$ cat src/rtl/ushift_if.sv
// Handshake/data bundle for ushift_burst.
// The rot signal exists only when ROTATE_EN is defined.
interface ushift_if #(
   parameter int WIDTH = 8,
   parameter int CNT_W = 4
);
   logic [1:0]       mode;
   logic             s_in_r;
   logic             s_in_l;
   logic [WIDTH-1:0] p_in;
   logic             start;
   logic [CNT_W-1:0] burst_len;
`ifdef ROTATE_EN
   logic             rot;
`endif
   logic [WIDTH-1:0] q;
   logic             s_out_r;
   logic             s_out_l;
   logic             busy;
   logic             done;

   modport master (
      output mode, s_in_r, s_in_l, p_in, start, burst_len,
`ifdef ROTATE_EN
      output rot,
`endif
      input  q, s_out_r, s_out_l, busy, done
   );

   modport slave (
      input  mode, s_in_r, s_in_l, p_in, start, burst_len,
`ifdef ROTATE_EN
      input  rot,
`endif
      output q, s_out_r, s_out_l, busy, done
   );
endinterface

$ cat src/rtl/ushift_burst.sv
// Universal shift register with an automatic N-shift burst engine.
// Define ROTATE_EN to add the rot input (shifts recirculate the exiting bit).
module ushift_burst #(
   parameter int WIDTH = 8,
   parameter int CNT_W = 4
) (
   input logic    clk,
   input logic    clear_b,
   ushift_if.slave bus
);
   localparam logic [0:0] IDLE  = 1'b0;
   localparam logic [0:0] BURST = 1'b1;
   localparam logic [CNT_W-1:0] ONE = CNT_W'(1);

   logic [0:0]       state;
   logic [WIDTH-1:0] q;
   logic [CNT_W-1:0] cnt;
   logic             dir_l;
   logic             done;
   logic             rot;
   logic [WIDTH-1:0] q_sr;
   logic [WIDTH-1:0] q_sl;

`ifdef ROTATE_EN
   assign rot = bus.rot;
`else
   assign rot = 1'b0;
`endif

   assign q_sr = {(rot ? q[0] : bus.s_in_r), q[WIDTH-1:1]};
   assign q_sl = {q[WIDTH-2:0], (rot ? q[WIDTH-1] : bus.s_in_l)};

   always_ff @(posedge clk or negedge clear_b) begin
      if (!clear_b) begin
         state <= IDLE;
         q     <= '0;
         cnt   <= '0;
         dir_l <= 1'b0;
         done  <= 1'b0;
      end else begin
         done <= 1'b0;
         case (state)
            IDLE: begin
               // start wins over mode; q holds on the accepting edge
               if (bus.start) begin
                  if (bus.burst_len == '0) begin
                     done <= 1'b1;
                  end else begin
                     cnt   <= bus.burst_len;
                     dir_l <= (bus.mode == 2'b10);
                     state <= BURST;
                  end
               end else begin
                  case (bus.mode)
                     2'b01:   q <= q_sr;
                     2'b10:   q <= q_sl;
                     2'b11:   q <= bus.p_in;
                     default: q <= q;
                  endcase
               end
            end
            BURST: begin
               q   <= dir_l ? q_sl : q_sr;
               cnt <= cnt - ONE;
               if (cnt == ONE) begin
                  state <= IDLE;
                  done  <= 1'b1;
               end
            end
            default: state <= IDLE;
         endcase
      end
   end

   assign bus.q       = q;
   assign bus.s_out_r = q[0];
   assign bus.s_out_l = q[WIDTH-1];
   assign bus.busy    = (state == BURST);
   assign bus.done    = done;
endmodule
$ cat src/flat_wrapper.sv
// flat-port wrapper written by rule: the top's interface ports become plain ports
module ushift_burst_flat 
#(
   parameter int WIDTH = 8,
   parameter int CNT_W = 4
)
  (clk, clear_b, bus_mode, bus_s_in_r, bus_s_in_l, bus_p_in, bus_start, bus_burst_len, bus_q, bus_s_out_r, bus_s_out_l, bus_busy, bus_done);
  ushift_if #(.WIDTH(WIDTH), .CNT_W(CNT_W)) bus_i ();
  input logic clk;
  input logic clear_b;
  input wire logic [$bits(bus_i.mode)-1:0] bus_mode;
  input wire logic [$bits(bus_i.s_in_r)-1:0] bus_s_in_r;
  input wire logic [$bits(bus_i.s_in_l)-1:0] bus_s_in_l;
  input wire logic [$bits(bus_i.p_in)-1:0] bus_p_in;
  input wire logic [$bits(bus_i.start)-1:0] bus_start;
  input wire logic [$bits(bus_i.burst_len)-1:0] bus_burst_len;
  output wire logic [$bits(bus_i.q)-1:0] bus_q;
  output wire logic [$bits(bus_i.s_out_r)-1:0] bus_s_out_r;
  output wire logic [$bits(bus_i.s_out_l)-1:0] bus_s_out_l;
  output wire logic [$bits(bus_i.busy)-1:0] bus_busy;
  output wire logic [$bits(bus_i.done)-1:0] bus_done;
  assign bus_i.mode = bus_mode;
  assign bus_i.s_in_r = bus_s_in_r;
  assign bus_i.s_in_l = bus_s_in_l;
  assign bus_i.p_in = bus_p_in;
  assign bus_i.start = bus_start;
  assign bus_i.burst_len = bus_burst_len;
  assign bus_q = bus_i.q;
  assign bus_s_out_r = bus_i.s_out_r;
  assign bus_s_out_l = bus_i.s_out_l;
  assign bus_busy = bus_i.busy;
  assign bus_done = bus_i.done;
  ushift_burst #(.WIDTH(WIDTH), .CNT_W(CNT_W)) u_core (.clk(clk), .clear_b(clear_b), .bus(bus_i));
endmodule
$ cat config.mk
export PLATFORM = sky130hd
export DESIGN_NAME = ushift_burst_flat
export DESIGN_NICKNAME = d
export VERILOG_FILES = /design/src/rtl/ushift_if.sv /design/src/rtl/ushift_burst.sv /design/src/flat_wrapper.sv
export SDC_FILE = /design/constraint.sdc
export NUM_CORES = 1
export LEC_CHECK = 0
export ABC_AREA = 1
export CORE_MARGIN = 2
export CORE_UTILIZATION = 48
export CTS_CLUSTER_DIAMETER = 100
export DETAILED_ROUTE_END_ITERATION = 10
export HOLD_SLACK_MARGIN = 0.12
export PLACE_DENSITY = 0.77
export SETUP_SLACK_MARGIN = 0.15
export SLEW_MARGIN = 20
export SYNTH_ARGS = -nofsm -noshare
export SYNTH_HDL_FRONTEND = slang
export SYNTH_SLANG_ARGS = --single-unit
export TNS_END_PERCENT = 50
$ cat constraint.sdc
create_clock -name clk -period 1.5 [get_ports clk]
set_clock_uncertainty 0.1 [all_clocks]
set_input_delay 0.3 -clock clk [delete_from_list [all_inputs] [get_ports clk]]
set_output_delay 0.3 -clock clk [all_outputs]
set_load 0.02 [all_outputs]
# Word-level counts from Yosys, hierarchy flattened
# Index checks and enable logic that the tools add are counted.
[classes]
reduce_logical = 4
n_mux = 15
n_bitwise = 2
n_addsub = 1
eq_ne = 8
[ops]
columns = ["op", "n"]
rows = [
  ["one-hot mux 8 bit (3 select lines)", 1],
  ["2-to-1 mux 8 bit", 2],
  ["one-hot mux 8 bit (2 select lines)", 1],
  ["2-to-1 mux 4 bit", 2],
  ["one-hot mux 4 bit (2 select lines)", 1],
  ["2-to-1 mux 1 bit", 6],
  ["inequality test 2 bit, second input constant", 3],
  ["equality test 2 bit, second input constant", 2],
  ["equality test 4 x 1 -> 1 bit, second input constant", 1],
  ["logical NOT 4 bit", 1],
  ["inequality test 4 x 3 -> 1 bit, second input constant", 1],
  ["one-hot mux 1 bit (2 select lines)", 2],
  ["AND reduction 2 bit", 2],
  ["subtractor 4 x 1 -> 4 bit, second input constant", 1],
  ["AND reduction 3 bit", 1],
  ["equality test 2 x 1 -> 1 bit, second input constant", 1],
  ["NOT 1 bit", 2],
]
[word_totals]
register_bits = 15

# Logic depth before layout (Yosys ltp)
# Gate-level depths: netlist of the first run.
[depth]
depth_word = 4
ltp_mapped = 7
ltp_nobuf = 6

# Least setup slack after synthesis of the first run
# No wires, ideal clock.
[synth_timing]
kind = "reg-to-reg"
from = "reg u_core.state (netlist: u_core.bus.busy)"
to = "reg u_core.q[5] (netlist: u_core.bus.q[5])"
path_buffers = 0
setup_time_ns = 0.121
t_required_ns = 1.279
slack_ns = 0.277
period_less_slack_ns = 1.223
stages_incl_launch_ff = 7
t_arrival_ns = 1.002
path_cell_list = "dfrtp_1 > inv_2 > nand2_2 > nand2_8 > inv_8 > nor2_2 > a21oi_2"
[synth_via]
elab_chain_len = 3
word_cells_on_any_way = 5
classes_between = "eq/ne: 2; mux: 1; bitwise: 1; reduce/logical: 1"
[synth_rtl]
columns = ["item", "line", "rtl"]
rows = [
  ["start, declared", "ushift_burst.sv:15", "logic [0:0] state;"],
  ["start signal, assigned", "ushift_burst.sv:35", "state <= IDLE;"],
  ["start signal, assigned", "ushift_burst.sv:51", "state <= BURST;"],
  ["start signal, assigned", "ushift_burst.sv:66", "state <= IDLE;"],
  ["NOT 1 bit (no line)", "-", ""],
  ["inequality test 4 x 3 -> 1 bit (no line) or inequality test 2 bit (tied branches)", "-", ""],
  ["AND reduction 2 bit (no line)", "-", ""],
  ["end signal, assigned", "ushift_burst.sv:55", "2'b01: q <= q_sr;"],
  ["end signal, assigned", "ushift_burst.sv:56", "2'b10: q <= q_sl;"],
  ["end signal, assigned", "ushift_burst.sv:57", "2'b11: q <= bus.p_in;"],
  ["end, declared", "ushift_burst.sv:16", "logic [WIDTH-1:0] q;"],
]
# Several ways; a longest one is shown, not always the timed one.
# A chain may end at the register's enable or synchronous reset.

# Final worst setup path of the first run
[layout_timing]
from = "reg u_core.q[3] (netlist: u_core.bus.q[3])"
to = "out bus_q[3]"
[layout_lines]
columns = ["item", "line", "rtl"]
rows = [
  ["end, declared", "flat_wrapper.sv:17", "output wire logic [$bits(bus_i.q)-1:0] bus_q;"],
]
# No word-level cell between the ends.

==> results of run 1 <==
-- cell type report --
| class | count | area share, % |
|---|---|---|
| multi-input cells | 134 | 40.0 |
| repair buffers | 51 | 28.3 |
| flip-flops and latches | 15 | 22.5 |
| inverters | 18 | 5.40 |
| well taps | 30 | 2.25 |
| clock buffers | 4 | 1.57 |
-- cell usage in the layout (no fill, tap or decap), types with 2 or more instances in the layout --
cell / count
nand2_1: 46
nor2_1: 29
nand3_1: 28
buf_4: 19
clkdlybuf4s50_1: 16
dfrtp_1: 15
inv_1: 14
nor2_2: 8
a21oi_2: 8
clkdlybuf4s15_2: 7
clkbuf_2: 5
inv_6: 3
o21ai_1: 3
o21ai_0: 3
clkbuf_4: 3
ha_1: 2
dlymetal6s2s_1: 2
buf_12: 2
-- worst paths after layout --
kind / from / end / slack [ns] / cells past startpoint
min in group clk: bus_mode[0] / u_core.dir_l$_DFFE_PN0P_ / 0.40 / 4
max in group asynchronous: clear_b / u_core.bus.done$_DFF_PN0_ / 0.87 / 2
setup / recovery: u_core.bus.q[3]$_DFFE_PN0P_ / bus_q[3] / 0.16 / 1
hold reg to reg: u_core.cnt[0]$_DFFE_PN0P_ / u_core.cnt[0]$_DFFE_PN0P_ / 0.48 / 2
hold / removal: clear_b / u_core.bus.busy$_DFF_PN0_ / 0.24 / 2
setup reg to reg: u_core.bus.busy$_DFF_PN0_ / u_core.bus.q[2]$_DFFE_PN0P_ / 0.17 / 7
-- power by group --
group          internal [mW]  switching (mW)  total, mW  leakage (nW)
logic                  0.957            1.38       2.33         0.643
clock network          0.103           0.124      0.227        0.0150
registers              0.618           0.105      0.722         0.177
total                   1.68            1.60       3.28         0.836
-- registers in the layout, indices dropped and copies added, names as in the netlist --
signal / cells
u_core.bus.busy: 1
u_core.dir_l: 1
u_core.bus.q: 8
u_core.cnt: 4
u_core.bus.done: 1
-- kinds of logic after synthesis --
group,synth area share [%]
buffers and inverters,14.2
adder cells (fa/ha/maj),2.06
XOR/XNOR,0.720
AND/OR/NAND/NOR,42.9
AO/OA/AOI/OAI,9.26
flip-flops,30.9
-- layer usage --
metal,global-route usage [%],routed length (µm),vias up
met5,0,0,-
met2,41.4,1600,59
met1,31.5,1430,592
met3,2.46,226,6
li1,-,-,645
met4,7.92,39,0
-- stage by stage --
stage	setup TNS [ns]	worst slack [ns]	cells	utilization, %
6_report	0	0.164	252	68.6
5_1_grt	0	0.129	252	68.6
4_1_cts	0	0.0932	251	68.9
3_5_place_dp	-1.06	-0.131	247	67.5
3_3_place_gp	-0.895	-0.118	247	67.5
2_1_floorplan	0	0.277	176	-
-- what timing repair did --
action                     4_1_cts  5_1_grt
buffers inserted                 0        1
setup endpoints to repair       22       20
gates resized for setup         29       12
==> impl_metrics.tcl, run 1 <==
set metrics [dict create \
    drtIter0Drc 36 \
    crit_path_end_kind "primary output" \
    maxSlewViolCount 0 \
    setup_viol_count_final 0 \
    crit_fanout 2 \
    portBuffers 30 \
    cp_slowest_cell "dfrtp_1" \
    numCtsBuffers 3 \
    critPathLaunchType "register" \
    critical_path_class "register to primary output" \
    grt_pass1_vias 1167 \
    tightest_slew_ns 0.239 \
    ys_top_cells_by_area "dfrtp_1, nand2_1, nand3_1" \
    path_cells "clkdlybuf4s15_2" \
    clk_pin_slew_ns 0.09 \
    antenna_found_initial 0 \
    ir_worst_vdd_uv 1360 \
    hold_class "input port to async pin" \
    crit_family "flip-flops" \
    critPathBufInv 1 \
    synth-seq-cells 15 \
    remaining_drc_errors 0 \
    dieArea_um2 2950 \
    hpwlAfterDp_um 2570 \
    synthCells 176 \
    status "finished clean" \
    routed_wl_um 3290 \
    stdcell_area_um2 1670 \
    start_util_pct 50.0 \
    synth_cell_types 24 \
    powerDensity_nw_per_um2 1970 \
    overflow 0 \
    required_ns 1.10 \
    via_per_inst 5.17 \
    yosysSeqAreaShare_pct 30.9 \
    htree_levels 1 \
    numClockSinks 15 \
    ff_latch_area_um2 375 \
    avgSynthCellArea_um2 6.91 \
    gp_congestion 0.852 \
    hold_ws_ns 0.244 \
    insertion_delay_ns 0.27 \
    cp.arrival_ns 0.94 \
    max_stage_delay_ns 0.40 \
    maxCapViolations 0 \
    cts_tree "built" \
    cts.path.max_buffers 2 \
    grt_use_total_pct 24.1 \
    period_minus_slack_ns 1.34 \
    post_drt_wl_per_cell_um 13.0 \
    leakage_nw 0.836 \
    relSlewSlack_pct 84.0 \
    yosysTopAreaCellShare_pct 30.9 \
    syn2layout_area_growth_pct 37.2 \
    synth_edf_count 0 \
    dr.pass1.iters 4 \
    grt_pass1_wl_um 5100 \
    cts.root.buffer_cell "clkbuf_4" \
    die_h_um 54.3 \
    drive_gt1_share_pct 26.6 \
    synth_top_area_cell "dfrtp_1" \
    nNetsFinal 244 \
    netlist_area_um2 1220 \
    post-route-period-util_pct 89.1 \
    holdBufCountCts 0 \
    placedInstanceArea_um2 1640 \
    grt_max_degree 18 \
    async_flop_share_pct 100 \
    syn_nets 197 \
    core-area_um2 2430 \
    synth_warnings 0 \
    die_w_um 54.3 \
    antenna_left 0 \
    hold_viol_final 0 \
    power.total_mw 3.28 \
    multi_input_area_um2 668 \
    yosys_most_used_dff "dfrtp_1" \
    antenna-diode-count 0 \
    rsz0062_at_grt "yes" \
    nFillCells 214 \
    synth.most_common_cell "nand2_1" \
    rows 18 \
    synth_common_cells "nand2_1, nor2_1, nand3_1, dfrtp_1, inv_1" \
    max_freq_mhz 748 \
    dr_total_vias 1302 \
    ios 31 \
]
(Power assumes the default switching activity.)
==> inputs of run 2 (changes only) <==
Settings changed: ABC_AREA 1 to unset, ABC_CLOCK_PERIOD_IN_PS set to 1500, CORE_UTILIZATION 48 to 47, PLACE_DENSITY 0.77 to 0.79.
==> impl_metrics.tcl, run 2 <==
set metrics [dict create \
    synth_warnings 0 \
    gp_congestion 0.795 \
    cts.path.max_buffers 2 \
    antenna-diode-count 0 \
    die_h_um 51.7 \
    path_cells "buf_6, nand2b_4, or3_1, and3_1" \
    grt_pass1_wl_um 4480 \
    max_stage_delay_ns 0.46 \
    remaining_drc_errors 0 \
    maxSlewViolCount 0 \
    hpwlAfterDp_um 1910 \
    yosys_most_used_dff "dfrtp_1" \
    crit_family "simple AND/OR/NAND/NOR gates" \
    powerDensity_nw_per_um2 1680 \
    drtIter0Drc 15 \
    ios 31 \
    critical_path_class "register to register" \
    ff_latch_area_um2 377 \
    p_int_mw 1.61 \
    antenna_found_initial 0 \
    reg_top3 "u_core.bus.q x8, u_core.cnt x4" \
    rsz0062_at_grt "yes" \
    synth-seq-cells 15 \
    die_w_um 51.7 \
    yosysSeqAreaShare_pct 35.2 \
    final_common_cell "buf_4" \
    post_drt_wl_per_cell_um 16.9 \
    cts_tree "built" \
    netlist_area_um2 1070 \
    dieArea_um2 2670 \
    rows 17 \
    largest_reg_flops 8 \
    syn_nets 117 \
    hold_class "input port to async pin" \
    maxCapViolations 0 \
    hold_ws_ns 0.221 \
    overflow 0 \
    clk_pin_slew_ns 0.11 \
    yosysTopAreaCellShare_pct 35.2 \
    multi_input_area_um2 643 \
    ys_top_cells_by_area "dfrtp_1, mux2_1, a221o_1" \
    hold_viol_final 0 \
    critPathBufInv 1 \
    antenna_left 0 \
    avgSynthCellArea_um2 11.1 \
    synth_common_cells "dfrtp_1, nor2_1, a221o_1, mux2_1, mux2i_1" \
    max_freq_mhz 709 \
    worst-r2r-cell-count 4 \
    finalSetupTns_ns 0 \
    ir_worst_vdd_uv 1080 \
    pwr-share-clk_pct 8.7 \
    dr.pass1.iters 4 \
    switchingPower_mw 1.13 \
    synth_edf_count 0 \
    relSlewSlack_pct 71.2 \
    nNetsFinal 170 \
    timing.rr.start "u_core.bus.busy$_DFF_PN0_" \
    required_ns 1.57 \
    crit_fanout 5 \
    grt_use_total_pct 22.4 \
    tightest_slew_ns 0.431 \
    synthCells 96 \
    netSwitchingFraction_pct 41.2 \
    dr_total_vias 1002 \
    drive_gt1_share_pct 39.9 \
    setup_viol_count_final 0 \
    numClockSinks 15 \
    critPathLaunchType "register" \
    regMostFlops "u_core.bus.q" \
    cp.arrival_ns 1.48 \
    syn2layout_area_growth_pct 53.1 \
    synth_cell_types 30 \
    insertion_delay_ns 0.29 \
    via_per_inst 5.69 \
    post-route-period-util_pct 94.0 \
    nFillCells 162 \
    grt_pass1_vias 991 \
    routed_wl_um 2970 \
    p_seq_share_pct 27.4 \
    leakage_nw 0.745 \
    r2r-end "u_core.cnt[2]$_DFFE_PN0P_" \
    numCtsBuffers 3 \
    cp_slowest_cell "dfrtp_2" \
    reg2reg_slack_ns 0.09 \
    grt_max_degree 16 \
    p_comb_share_pct 63.9 \
    fin_util_pct 75.3 \
    synth.most_common_cell "dfrtp_1" \
    mostFrequentLayoutCells "buf_4, dfrtp_1, clkdlybuf4s50_1" \
    cts.root.buffer_cell "clkbuf_4" \
    htree_levels 1 \
    status "finished clean" \
    crit_path_end_kind "register" \
    start_util_pct 49.2 \
    synth_top_area_cell "dfrtp_1" \
    async_flop_share_pct 100 \
    period_minus_slack_ns 1.41 \
    portBuffers 30 \
    core-area_um2 2170 \
    holdBufCountCts 0 \
]
==> run 2: layer usage <==
| layer | GRT usage [%] | wire (µm) |
|---|---|---|
| met1 | 25.8 | 1210 |
| met2 | 42.1 | 1600 |
| met3 | 2.87 | 135 |
| met4 | 7.46 | 21 |
| met5 | 0 | 0 |
==> run 2: power groups by stage <==
stage | Clock, mW | Combinational (mW) | Sequential, mW
finish | 0.238 | 1.75 | 0.752
CTS | 0.239 | 1.59 | 0.745
global route | 0.258 | 1.89 | 0.775
global placement | 0 | 1.55 | 0.738
floorplan | 0 | 0.841 | 0.902
detailed placement | 0 | 1.59 | 0.752
==> run 2: how the worst max path moves through the flow <==
| stage | to | slack [ns] | start | depth (start not counted) |
|---|---|---|---|---|
| after floorplan | u_core.cnt[3]$_DFFE_PN0P_ | 0.12 | u_core.bus.busy$_DFF_PN0_ | 4 |
| after global placement | u_core.bus.q[0]$_DFFE_PN0P_ | -0.34 | bus_mode[1] | 5 |
| after detailed placement | u_core.bus.q[4]$_DFFE_PN0P_ | -0.38 | bus_mode[1] | 5 |
| after CTS | u_core.cnt[2]$_DFFE_PN0P_ | 0.10 | bus_burst_len[0] | 5 |
| after global routing | u_core.cnt[0]$_DFFE_PN0P_ | 0.05 | bus_burst_len[0] | 4 |
| final | u_core.cnt[2]$_DFFE_PN0P_ | 0.09 | u_core.bus.busy$_DFF_PN0_ | 4 |
==> run 2: repair_timing <==
action,CTS,global route
pin swaps,4,2
cloned,2,0
endpoints found under the setup margin,26,24
resized for setup,47,13
buffers inserted,3,3
==> run 2: worst register-to-register path: stages (launching register included) <==
cell and delay (ns):
dfrtp_2 0.46, buf_6 0.14, nand2b_4 0.13, or3_1 0.30, and3_1 0.15
==> run 2: kinds of logic (layout without fill, tap and decap cells) <==
family	Yosys count	after routing	share of synthesized area [%]
simple gates	20	20	10.4
compound gates	30	31	26.3
buf+inv	13	64	9.85
fa+ha+maj	2	2	2.34
flops	15	15	35.2
mux	16	16	15.9
==> run 2: area by class of cell <==
cell class / instances / share of cell area, %
clock buffer: 3 / 1.38
inverter: 3 / 0.689
multi-input combinational: 69 / 39.4
sequential: 15 / 23.0
tap: 28 / 2.14
timing repair buffer: 57 / 33.1
clock inverter: 1 / 0.306
==> run 2: through the flow <==
step | instance area [µm²] | setup WS (ns) | std cells | total power [mW]
3_5_place_dp | 1480 | -0.381 | 164 | 2.34
2_1_floorplan | 1080 | 0.116 | 96 | 1.74
3_3_place_gp | 1480 | -0.337 | 164 | 2.29
5_1_grt | 1630 | 0.0489 | 176 | 2.92
4_1_cts | 1580 | 0.102 | 173 | 2.58
6_report | 1630 | 0.0899 | 176 | 2.74
